**src/rtl/display_page_ctrl.sv**
```systemverilog
// Page selector for the 7-segment debug display: debounced page stepping over the
// 16-bit halves of four CPU taps, with a freeze switch that holds the shown word.
module display_page_ctrl #(
  parameter int unsigned DEB_CYCLES = 1000000,
  parameter int unsigned DEB_W      = 20
) (
  input  logic        clk,
  input  logic        rst_n,
  input  logic        btn_next,
  input  logic        freeze,
  input  logic [31:0] pc,
  input  logic [31:0] instr,
  input  logic [31:0] alu_res,
  input  logic [31:0] mem_rdata,
  output logic [15:0] data_out,
  output logic [2:0]  page,
  output logic        frozen
);

  localparam logic [DEB_W-1:0] CNT_LAST = DEB_W'(DEB_CYCLES - 1);

  typedef enum logic [1:0] {
    IDLE     = 2'd0,
    CHECK_DN = 2'd1,
    HELD     = 2'd2,
    CHECK_UP = 2'd3
  } deb_state_t;

  logic             r_sync1;
  logic             r_btn_s;
  deb_state_t       r_state;
  deb_state_t       w_state_nxt;
  logic [DEB_W-1:0] r_cnt;
  logic [DEB_W-1:0] w_cnt_nxt;
  logic             w_step;
  logic [15:0]      w_sel;

  // Two-flop synchroniser for the raw button
  always_ff @(posedge clk) begin
    if (!rst_n) begin
      r_sync1 <= 1'b0;
      r_btn_s <= 1'b0;
    end else begin
      r_sync1 <= btn_next;
      r_btn_s <= r_sync1;
    end
  end

  // Debounce state register
  always_ff @(posedge clk) begin
    if (!rst_n) begin
      r_state <= IDLE;
      r_cnt   <= '0;
    end else begin
      r_state <= w_state_nxt;
      r_cnt   <= w_cnt_nxt;
    end
  end

  // Debounce next-state; step fires only on the press-accept transition
  always_comb begin
    w_state_nxt = r_state;
    w_cnt_nxt   = r_cnt;
    w_step      = 1'b0;
    unique case (r_state)
      IDLE: begin
        if (r_btn_s) begin
          w_state_nxt = CHECK_DN;
          w_cnt_nxt   = '0;
        end
      end
      CHECK_DN: begin
        if (!r_btn_s) begin
          w_state_nxt = IDLE;
        end else if (r_cnt == CNT_LAST) begin
          w_state_nxt = HELD;
          w_step      = 1'b1;
        end else begin
          w_cnt_nxt = r_cnt + DEB_W'(1);
        end
      end
      HELD: begin
        if (!r_btn_s) begin
          w_state_nxt = CHECK_UP;
          w_cnt_nxt   = '0;
        end
      end
      CHECK_UP: begin
        if (r_btn_s) begin
          w_state_nxt = HELD;
        end else if (r_cnt == CNT_LAST) begin
          w_state_nxt = IDLE;
        end else begin
          w_cnt_nxt = r_cnt + DEB_W'(1);
        end
      end
      default: w_state_nxt = IDLE;
    endcase
  end

  // Half-word select for the current page
  always_comb begin
    w_sel = 16'h0000;
    unique case (page)
      3'd0: w_sel = pc[15:0];
      3'd1: w_sel = pc[31:16];
      3'd2: w_sel = instr[15:0];
      3'd3: w_sel = instr[31:16];
      3'd4: w_sel = alu_res[15:0];
      3'd5: w_sel = alu_res[31:16];
      3'd6: w_sel = mem_rdata[15:0];
      3'd7: w_sel = mem_rdata[31:16];
      default: w_sel = 16'h0000;
    endcase
  end

  // Page keeps stepping while frozen; only the displayed word is held
  always_ff @(posedge clk) begin
    if (!rst_n) begin
      page     <= 3'd0;
      data_out <= 16'h0000;
      frozen   <= 1'b0;
    end else begin
      if (w_step) page <= page + 3'd1;
      if (!freeze) data_out <= w_sel;
      frozen <= freeze;
    end
  end

endmodule
```
**config.mk**
```make
export PLATFORM = sky130hd
export DESIGN_NAME = display_page_ctrl
export DESIGN_NICKNAME = d
export VERILOG_FILES = /design/src/rtl/display_page_ctrl.sv
export SDC_FILE = /design/constraint.sdc
export NUM_CORES = 1
export LEC_CHECK = 0
export ABC_AREA = 1
export CORE_ASPECT_RATIO = 1.75
export CORE_MARGIN = 5
export CORE_UTILIZATION = 45
export CTS_CLUSTER_DIAMETER = 60
export DETAILED_ROUTE_END_ITERATION = 16
export GPL_ROUTABILITY_DRIVEN = 0
export PLACE_DENSITY = 0.93
export SYNTH_ARGS = -nofsm -noshare
export SYNTH_HDL_FRONTEND = slang
export SYNTH_SLANG_ARGS = --single-unit
```
**constraint.sdc**
```tcl
create_clock -name clk -period 5.5 [get_ports clk]
set_input_delay 0.825 -clock clk [delete_from_list [all_inputs] [get_ports clk]]
set_output_delay 0.825 -clock clk [all_outputs]
set_load 0.02 [all_outputs]
```
---- After elaboration in Yosys (flattened, before gate mapping) ----
Index checks and enable logic that the tools add are counted.
storage, ports and cells
  bits in registers ....................... 44
  bits of input ports ..................... 132
  output and inout port bits .............. 20
  word-level logic and storage cells ...... 47
operators by class
  add/sub/neg operators ................... 2
  equal/unequal tests ..................... 17
  multiplexer cells ....................... 17
  reductions and logical operators ........ 4
operator list
  cell                   number
  $pmux 16 s8            1
  $mux 20                5
  $pmux 20 s4            1
  $add 20x1->20 const B  1
  $eq 20x20->1 const B   1
  $eq 3x3->1 const B     4
  $mux 2                 6
  $ne 2x2->1 const B     4
  $pmux 2 s4             1
  $reduce_and 4->1       2
  $eq 3x2->1 const B     2
  $ne 3x3->1 const B     2
  $eq 2x2->1 const B     2
  $add 3x1->3 const B    1
  $eq 3x1->1 const B     1
  $logic_not 3->1        1
  $mux 1                 3
  $eq 2x1->1 const B     1
  $logic_not 2->1        1

---- Longest topological paths before layout ----
Gate-level depths: netlist (run 1).
  word-level depth ........................ 4
  gate-level depth with buffers ........... 10
  mapped depth without buffers ............ 10

---- Worst setup path before layout (run 1) ----
No wires, ideal clock.
  kind .................................... register to register
  start point ............................. register page[2]
  end point ............................... register data_out[10]
  library setup time ...................... 0.134 ns
  arrival time ............................ 1.768 ns
  required time ........................... 5.366 ns
  setup slack ............................. 3.598 ns
  stages on the path, launching flop included .. 11
  path buffers ............................ 4
  clock period less this slack ............ 1.902 ns
  cell sequence ........................... dfxtp_1 > inv_2 > buf_4 > buf_2 > ha_1 > clkbuf_1 > clkbuf_1 > nand2_1 > nand3_1 > o21ai_0 > a31oi_1
on the way
  word-level cells in the longest chain between the ends .. 2
  elaborated cells between the ends (all ways) .. 9
  those cells by class .................... 7 x eq/ne; 1 x mux; 1 x reduce/logical
ends and longest elaborated chain
  element                             line  RTL
  start, declared                     16    output logic [2:0] page,
  start signal, assigned              124   if (w_step) page <= page + 3'd1;
  $eq 3x3->1 (tied with other cells)  104   unique case (page)
  $pmux 16 s8 (*)                     104
  end signal, assigned                125   if (!freeze) data_out <= w_sel;
  end, declared                       15    output logic [15:0] data_out,
Mark *: on every way between the ends. The rest lies on a longest branch, timed or not.
A chain may end at the register's enable or synchronous reset.

---- Worst setup path after layout (run 1) ----
  start point ............................. register page[2]
  end point ............................... output page[2]
No word-level cell between the ends.

==> metrics, run 1 <==
status=finished, final reports clean; P_leak=approximately 1.8 nW; detailed placement HPWL=between 10 and 15 mm; top-count cell post-synth=nand2_1; Cells after Synth=523; Setup CP Type=reg -> out; Seq cells post-synth=44; sequential area share after synthesis=between 20% and 30%; Setup Buffers After CTS=0; Post-synth EDFFs=0; Pre-antenna DRT Iters=7; Core Box Area=7180 µm²; vias in the first global route=roughly 4300; ys async rst share=0%; CTS tree=yes; Root Driver=clkbuf_16; fin cells=about 740; crit path from=page[2]; CTS H-tree lvls=2; CTS Sinks=44; Final ANT Viol Nets=0; area grow syn2layout=50.1%; YS warnings=0; Worst-Margin Slew=~1.2 ns; setup violators final=0; chip height=around 120 µm; via/cell ratio=about 5.9; Critical Path End Type=output pin; clock buffer depth=2; r2r setup slk=between 3 and 4 ns; Hold Crit Class=reg -> reg; pwr dens=around 170 nW/µm²; drc violations=0; Worst R2R Start=page[2]; fmax=roughly 0.39 GHz; vias=4317; Yosys top cell area share=~27%; Mapped Area=~3300 µm²; largest cells by area after synthesis=dfxtp_1 (27%), nand3_1 (17%), nand2_1 (15%); skew final=0.00565 ns; predominant post-synthesis flop cell=dfxtp_1; initial antenna violation count=0; FF-to-FF path depth=7; IO buf count=roughly 150; multi-input logic area=approximately 2100 µm²; worst rel slew slack=a little over a fifth; reg-to-reg endpoint=data_out[12]; crit path launch type=register; CTS clock-pin slew for the worst setup and hold paths=~0.070 ns; Final TNS setup=0 ns; number of slew-limit violations in the final report=0; # fillers=between 500 and 600; first-pass GRT wire length=between 15 and 20 mm; RSZ-0062 raised after global routing=false; final hold violation count=0; hold depth=2; Resized cells post-CTS=0; Rows=41; Initial Utilization=between 40 and 50%; # IOs=152; Worst Path Required=4.68 ns; max-cap viol count=0; Synth top cells by count=nand2_1 (132), nand3_1 (108), dfxtp_1 (44); Critical path destination=page[2]; area leader, netlist=dfxtp_1; nets=about 790; Avg Synthesized Cell Area=6.26 µm²; worst-path fanout max=just over 50; width of the die=74.5 µm; Global Route Usage Sum=roughly 28%; syn nets=between 600 and 700; CTS Hold Buffers Added=0; Final min period=around 2.5 ns; worst skew pair latency=~0.30 ns; placed cells=approximately 730; Iter 0 DRT Violations=between 400 and 500; DR WL/cell=17.4 µm; Max rail drop VDD=approximately 0.11 mV; Netlist cell types=31; share of layout cells above drive strength 1=under 10%; CTS buffer count=5; GRT Residual Overflow=0; final wirelength=12.8 mm; pin count of the biggest net entering global routing=52; Reg area=about 880 µm²; Arr. time, crit path=around 1.7 ns; Die Area=about 9100 µm²; Tcrit/Tclk final=46.1%
cells in the final DEF, fill, tap and decap left out:
cell             instances
nor2_8                   2
a31oi_1                 16
nand3_2                  5
nand3_1                108
a21oi_2                  3
a21oi_1                 16
bufinv_16                1
buf_4                    1
xnor2_1                  4
clkinv_1                 1
clkdlybuf4s50_1        151
dfxtp_1                 44
nor2_1                  33
nand2_1                132
xor2_1                   2
o21ai_0                 34
o21ai_1                  5
nor2_2                   2
or2_1                    1
nand3_4                  1
diode_2                  1
inv_1                   29
nand2_2                  5
nor2_4                   3
inv_2                    9
a31o_2                   1
inv_6                    1
clkbuf_16                5
ha_1                     7
clkinvlp_4               1
nand4_1                 26
nand2_8                  1
cells by family after synthesis:
| kind of cell | synth area share, % |
|---|---|
| adders and majority gates | 2.68 |
| DFF | 26.9 |
| buffers and inverters | 9.40 |
| AOI/OAI and AO/OA | 12.5 |
| xor gates and xnor gates | 1.61 |
| and+or+nand+nor | 46.9 |
worst min path at each step:
stage             from  endpoint
2_1_floorplan  r_sync1   r_btn_s
3_3_place_gp   r_sync1   r_btn_s
3_5_place_dp   r_sync1   r_btn_s
4_1_cts        r_sync1   r_btn_s
5_1_grt        r_sync1   r_btn_s
6_report       r_sync1   r_btn_s
power breakdown:
part / switching (W) / internal, W
logic: 0.0000509 / 0.000102
clock network: 0.000138 / 0.000216
registers: 0.00000596 / 0.000328
stage by stage:
stage	hold slack (ns)	area [µm²]	power (W)	utilization, %	setup slack (ns)
global placement	0.392	4740	0.000490	66.0	2.89
CTS	0.422	4910	0.000839	68.4	2.98
floorplan	0.390	3270	0.000371	-	3.60
global route	0.432	4910	0.000862	68.4	2.90
detailed placement	0.406	4740	0.000491	66.0	2.84
finish	0.421	4910	0.000840	68.4	2.96
final cells by class:
class                   count  share of cell area [%]
diodes                      1                  0.0509
clock buffers               5                    2.55
inverters                  39                    2.98
well taps                  86                    2.19
clock inverters             3                   0.942
flip-flops and latches     44                    17.9
multi-input cells         407                    42.4
repair buffers            152                    30.9
registers in the layout, summed over array words and instances (netlist names), named ones only:
name	count
frozen	1
r_sync1	1
r_cnt	20
data_out	16
r_state	1
page	3
r_btn_s	1
critical path, cell delays in order, from the launching register on:
cell and delay (ns):
dfxtp_1 0.31, buf_4 0.40, clkdlybuf4s50_1 0.70
layer usage:
| layer | up-vias | wire [µm] | part of all wire [%] | track usage (%) |
|---|---|---|---|---|
| met4 | 0 | 710 | 5.5 | 16.9 |
| met5 | - | 0 | 0 | 0 |
| met2 | 300 | 6640 | 52 | 50.3 |
| met3 | 70 | 1310 | 10 | 7.79 |
| met1 | 1922 | 4180 | 33 | 27.8 |
| li1 | 2025 | - | - | - |
(Power assumes the default switching activity.)
==> run 2, diff against run 1 <==
Settings changed: CORE_UTILIZATION 45 to 38, PLACE_DENSITY 0.93 to 0.85.
Clock period 5.5 ns to 2.3 ns, I/O delays scaled along.
==> metrics, run 2 (same netlist as run 1, synthesis figures left out) <==
Initial Utilization=between 30% and 40%; Hold Slack=about 0.42 ns; clock buffer depth=2; area grow syn2layout=51.3%; number of diodes=0; Pre-antenna DRT Iters=6; number of flip-flops in the largest register=20; vias=about 4200; CTS Hold Buffers Added=0; Worst-Margin Slew=just under 0.7 ns; Iter 0 DRT Violations=roughly 330; final hold violation count=0; vias in the first global route=just over 4000; Max rail drop VDD=0.232 mV; CTS clock-pin slew for the worst setup and hold paths=~0.060 ns; Rows=44; Arr. time, crit path=roughly 2.2 ns; final wirelength=approximately 12 mm; Core Box Area=around 8400 µm²; worst skew pair latency=between 0.2 and 0.3 ns; chip height=133 µm; Global Route Usage Sum=between 20 and 25%; r2r setup slk=between 0.3 and 0.4 ns; crit path launch type=register; Worst R2R Start=page[2]; worst rel slew slack=54.0%; Root Driver=clkbuf_16; RSZ-0062 raised after global routing=false; CTS H-tree lvls=2; IO buf count=151; most frequent cells in the layout=clkdlybuf4s50_1 (151), nand2_1 (132), nand3_1 (108); Hold Crit Start=r_sync1; number of slew-limit violations in the final report=0; DR WL/cell=approximately 16 µm; Worst Path Required=approximately 2.5 ns; CTS tree=yes; GRT Residual Overflow=0; detailed placement HPWL=9.48 mm; # IOs=~150; max-cap viol count=0; Reg with most FFs=r_cnt; pin count of the biggest net entering global routing=~50; skew final=0.00619 ns; status=finished, final reports clean; fmax=a little over 0.5 GHz; Setup CP Type=reg -> reg; drc violations=0; worst-path fanout max=20; setup violators final=0; initial antenna violation count=0; share of layout cells above drive strength 1=6.88%; crit path from=page[2]; CTS buffer count=5; Final min period=1.98 ns; via/cell ratio=roughly 5.5; P_leak=between 1.5 and 2 nW; pwr dens=about 380 nW/µm²; Final TNS setup=0 ns; Final ANT Viol Nets=0; width of the die=80.2 µm; first-pass GRT wire length=between 15 and 20 mm; CTS Sinks=44; design area=4950 µm²; Die Area=10600 µm²; commonest non-fill, non-tap cell in the layout=clkdlybuf4s50_1; Critical Path End Type=register; biggest regs=r_cnt (20), data_out (16), page (3); Hold Crit Class=reg -> reg; nets=approximately 790; Tcrit/Tclk final=about 86%; Area after DPL=4800 µm²
[run 2: cell type report]
cell class	count	area (µm²)
clock buffer	6	129
clock inverter	2	16.3
fill	760	3420
inverter	39	146
multi-input combinational	407	2090
sequential	44	881
tap	115	144
timing repair buffer	156	1550
[run 2: critical path: stages, from the launching register on]
cell	delay [ns]
dfxtp_1	0.35
inv_2	0.32
ha_1	0.68
nand2_1	0.22
nand3_1	0.14
o21ai_0	0.09
a31oi_1	0.12
[run 2: final timing paths]
check	to	depth (start not counted)
max	data_out[5]	6
min	r_btn_s	2
min reg2reg	r_btn_s	2
max reg2reg	data_out[5]	6
[run 2: where the power goes]
part	switching (W)	internal [W]	leakage [nW]	total (W)
sequential	0.0000137	0.000785	0.359	0.000798
clock	0.000310	0.000405	0.0671	0.000715
combinational	0.000116	0.000244	1.42	0.000360
total	0.000439	0.00143	1.85	0.00187
[run 2: through the flow]
step	utilization, %	power (W)	std cells	worst slack, ns
after floorplan	-	0.000888	523	0.398
after global placement	57.4	0.00117	761	0.401
after detailed placement	57.4	0.00118	761	0.305
after CTS	59.2	0.00188	769	0.281
after global routing	59.2	0.00194	769	0.198
final	59.2	0.00187	769	0.320
[run 2: per-layer routing]
metal	global-route usage (%)	vias up	share of wire [%]
li1	-	2026	-
met1	22.4	1884	34
met2	41.2	243	52
met3	5.92	44	9.5
met4	12.0	0	4.7
met5	0	-	0
[run 2: timing repair]
action,CTS,global route
buffers inserted,0,0
gates resized for setup,0,1
endpoints found under the setup margin,0,1
==> run 3, diff against run 2 <==
Settings changed: REMOVE_ABC_BUFFERS from default to 1.
==> metrics, run 3 (same netlist as run 1, synthesis figures left out) <==
status=finished, final reports clean; number of slew-limit violations in the final report=0; biggest regs=r_cnt (20), data_out (16), page (3); worst-path fanout max=50; Comb pwr share=18.9%; Iter 0 DRT Violations=between 300 and 400; first-pass GRT wire length=between 15 and 20 mm; vias in the first global route=around 4300; via/cell ratio=about 5.5; clock power share=39.1%; Final ANT Viol Nets=0; worst rel slew slack=~55%; CTS Sinks=44; switch share=roughly 22%; pin count of the biggest net entering global routing=51; commonest non-fill, non-tap cell in the layout=clkdlybuf4s50_1; Final min period=around 2.1 ns; Setup WS pre-CTS=0.272 ns; RSZ-0062 raised after global routing=false; FF-to-FF path depth=6; CTS tree=yes; final hold violation count=0; Worst-Margin Slew=~0.67 ns; Tcrit/Tclk final=between 90% and 100%; Worst Path Required=1.96 ns; Die Area=around 11000 µm²; fraction of power consumed by sequential logic=around two fifths; vias=roughly 4200; Pre-antenna DRT Iters=6; skew final=around 0.0064 ns; setup violators final=0; initial antenna violation count=0; placed cells=761; drc violations=0; final wirelength=approximately 12 mm; DR WL/cell=roughly 16 µm; most frequent cells in the layout=clkdlybuf4s50_1 (151), nand2_1 (132), nand3_1 (108); nets=slightly below 800; number of diodes=0; share of layout cells above drive strength 1=~6.9%; CTS Hold Buffers Added=0; CTS buffer count=5; Hold Slack=about 0.42 ns; clock buffer depth=2; P_leak=between 1.5 and 2 nW; IO buf count=between 150 and 200; Max rail drop VDD=0.261 mV; max-cap viol count=0; fin cells=around 770; Rows=44; crit path launch type=register; detailed placement HPWL=~9.4 mm; hold depth=2; # IOs=around 150; worst skew pair latency=roughly 0.29 ns; Net Sw Power=0.000420 W; Initial Utilization=39.1%; fmax=just under 0.5 GHz; Critical Path End Type=output pin; area grow syn2layout=51.5%; Core Box Area=8370 µm²; GRT Residual Overflow=0; CTS H-tree lvls=2; Worst Setup Slack, final=~0.22 ns; width of the die=80.2 µm; Global Route Usage Sum=between 20% and 30%; Arr. time, crit path=roughly 1.7 ns; Hold Crit Class=reg -> reg; cell-internal power=~0.0015 W; CTS clock-pin slew for the worst setup and hold paths=roughly 0.06 ns; r2r setup slk=about 0.40 ns; Reg with most FFs=r_cnt; Root Driver=clkbuf_16; number of flip-flops in the largest register=20; chip height=around 130 µm; pwr dens=a little under 400 nW/µm²; Setup CP Type=reg -> out
run 3: changes by cell type in the layout (fill, tap and decap cells not counted), sizes merged:
| cell | previous run | this run |
|---|---|---|
| clkinv | 2 | 1 |
| clkinvlp | 1 | 0 |
| clkbuf | 6 | 7 |
run 3: final cells by class:
| class | count | area, µm² |
|---|---|---|
| inverters | 39 | 146 |
| well taps | 115 | 144 |
| fillers | 803 | 3410 |
| clock buffers | 7 | 153 |
| flip-flops and latches | 44 | 881 |
| multi-input cells | 407 | 2090 |
| repair buffers | 156 | 1550 |
run 3: path summary, 6_finish.rpt:
| check | startpoint | endpoint |
|---|---|---|
| setup / recovery | page[2] | page[2] |
| hold reg to reg | r_sync1 | r_btn_s |
| setup reg to reg | page[2] | data_out[6] |
| hold / removal | r_sync1 | r_btn_s |
run 3: per-stage QoR:
step / total power, W / cell area (µm²) / setup TNS [ns] / utilization (%)
6_report: 0.00191 / 4960 / 0 / 59.3
5_1_grt: 0.00197 / 4960 / 0 / 59.3
4_1_cts: 0.00192 / 4960 / 0 / 59.2
3_5_place_dp: 0.00118 / 4800 / 0 / 57.4
3_3_place_gp: 0.00117 / 4800 / 0 / 57.4
2_1_floorplan: 0.000880 / 3110 / -3.13 / -
run 3: what timing repair did:
action                                  in CTS  in global routing
resized for setup                            0                  1
endpoints found under the setup margin       0                  1
setup buffers                                0                  0
run 3: critical path: stages, from the launching register on:
cell,delay [ns]
dfxtp_1,0.34
buf_4,0.40
clkdlybuf4s50_1,0.71
run 3: power groups by stage:
stage / Clock [W] / Sequential [W] / Combinational (W)
2_1_floorplan: 0 / 0.000837 / 0.0000428
3_3_place_gp: 0 / 0.000816 / 0.000358
3_5_place_dp: 0 / 0.000816 / 0.000360
4_1_cts: 0.000754 / 0.000800 / 0.000361
5_1_grt: 0.000782 / 0.000802 / 0.000382
6_report: 0.000745 / 0.000800 / 0.000360
run 3: per-layer routing:
layer / track usage [%] / vias to the layer above / share of wire (%)
li1: - / 2033 / -
met1: 22.0 / 1883 / 34
met2: 41.7 / 231 / 53
met3: 4.90 / 39 / 8.0
met4: 13.5 / 0 / 4.9
met5: 0 / - / 0
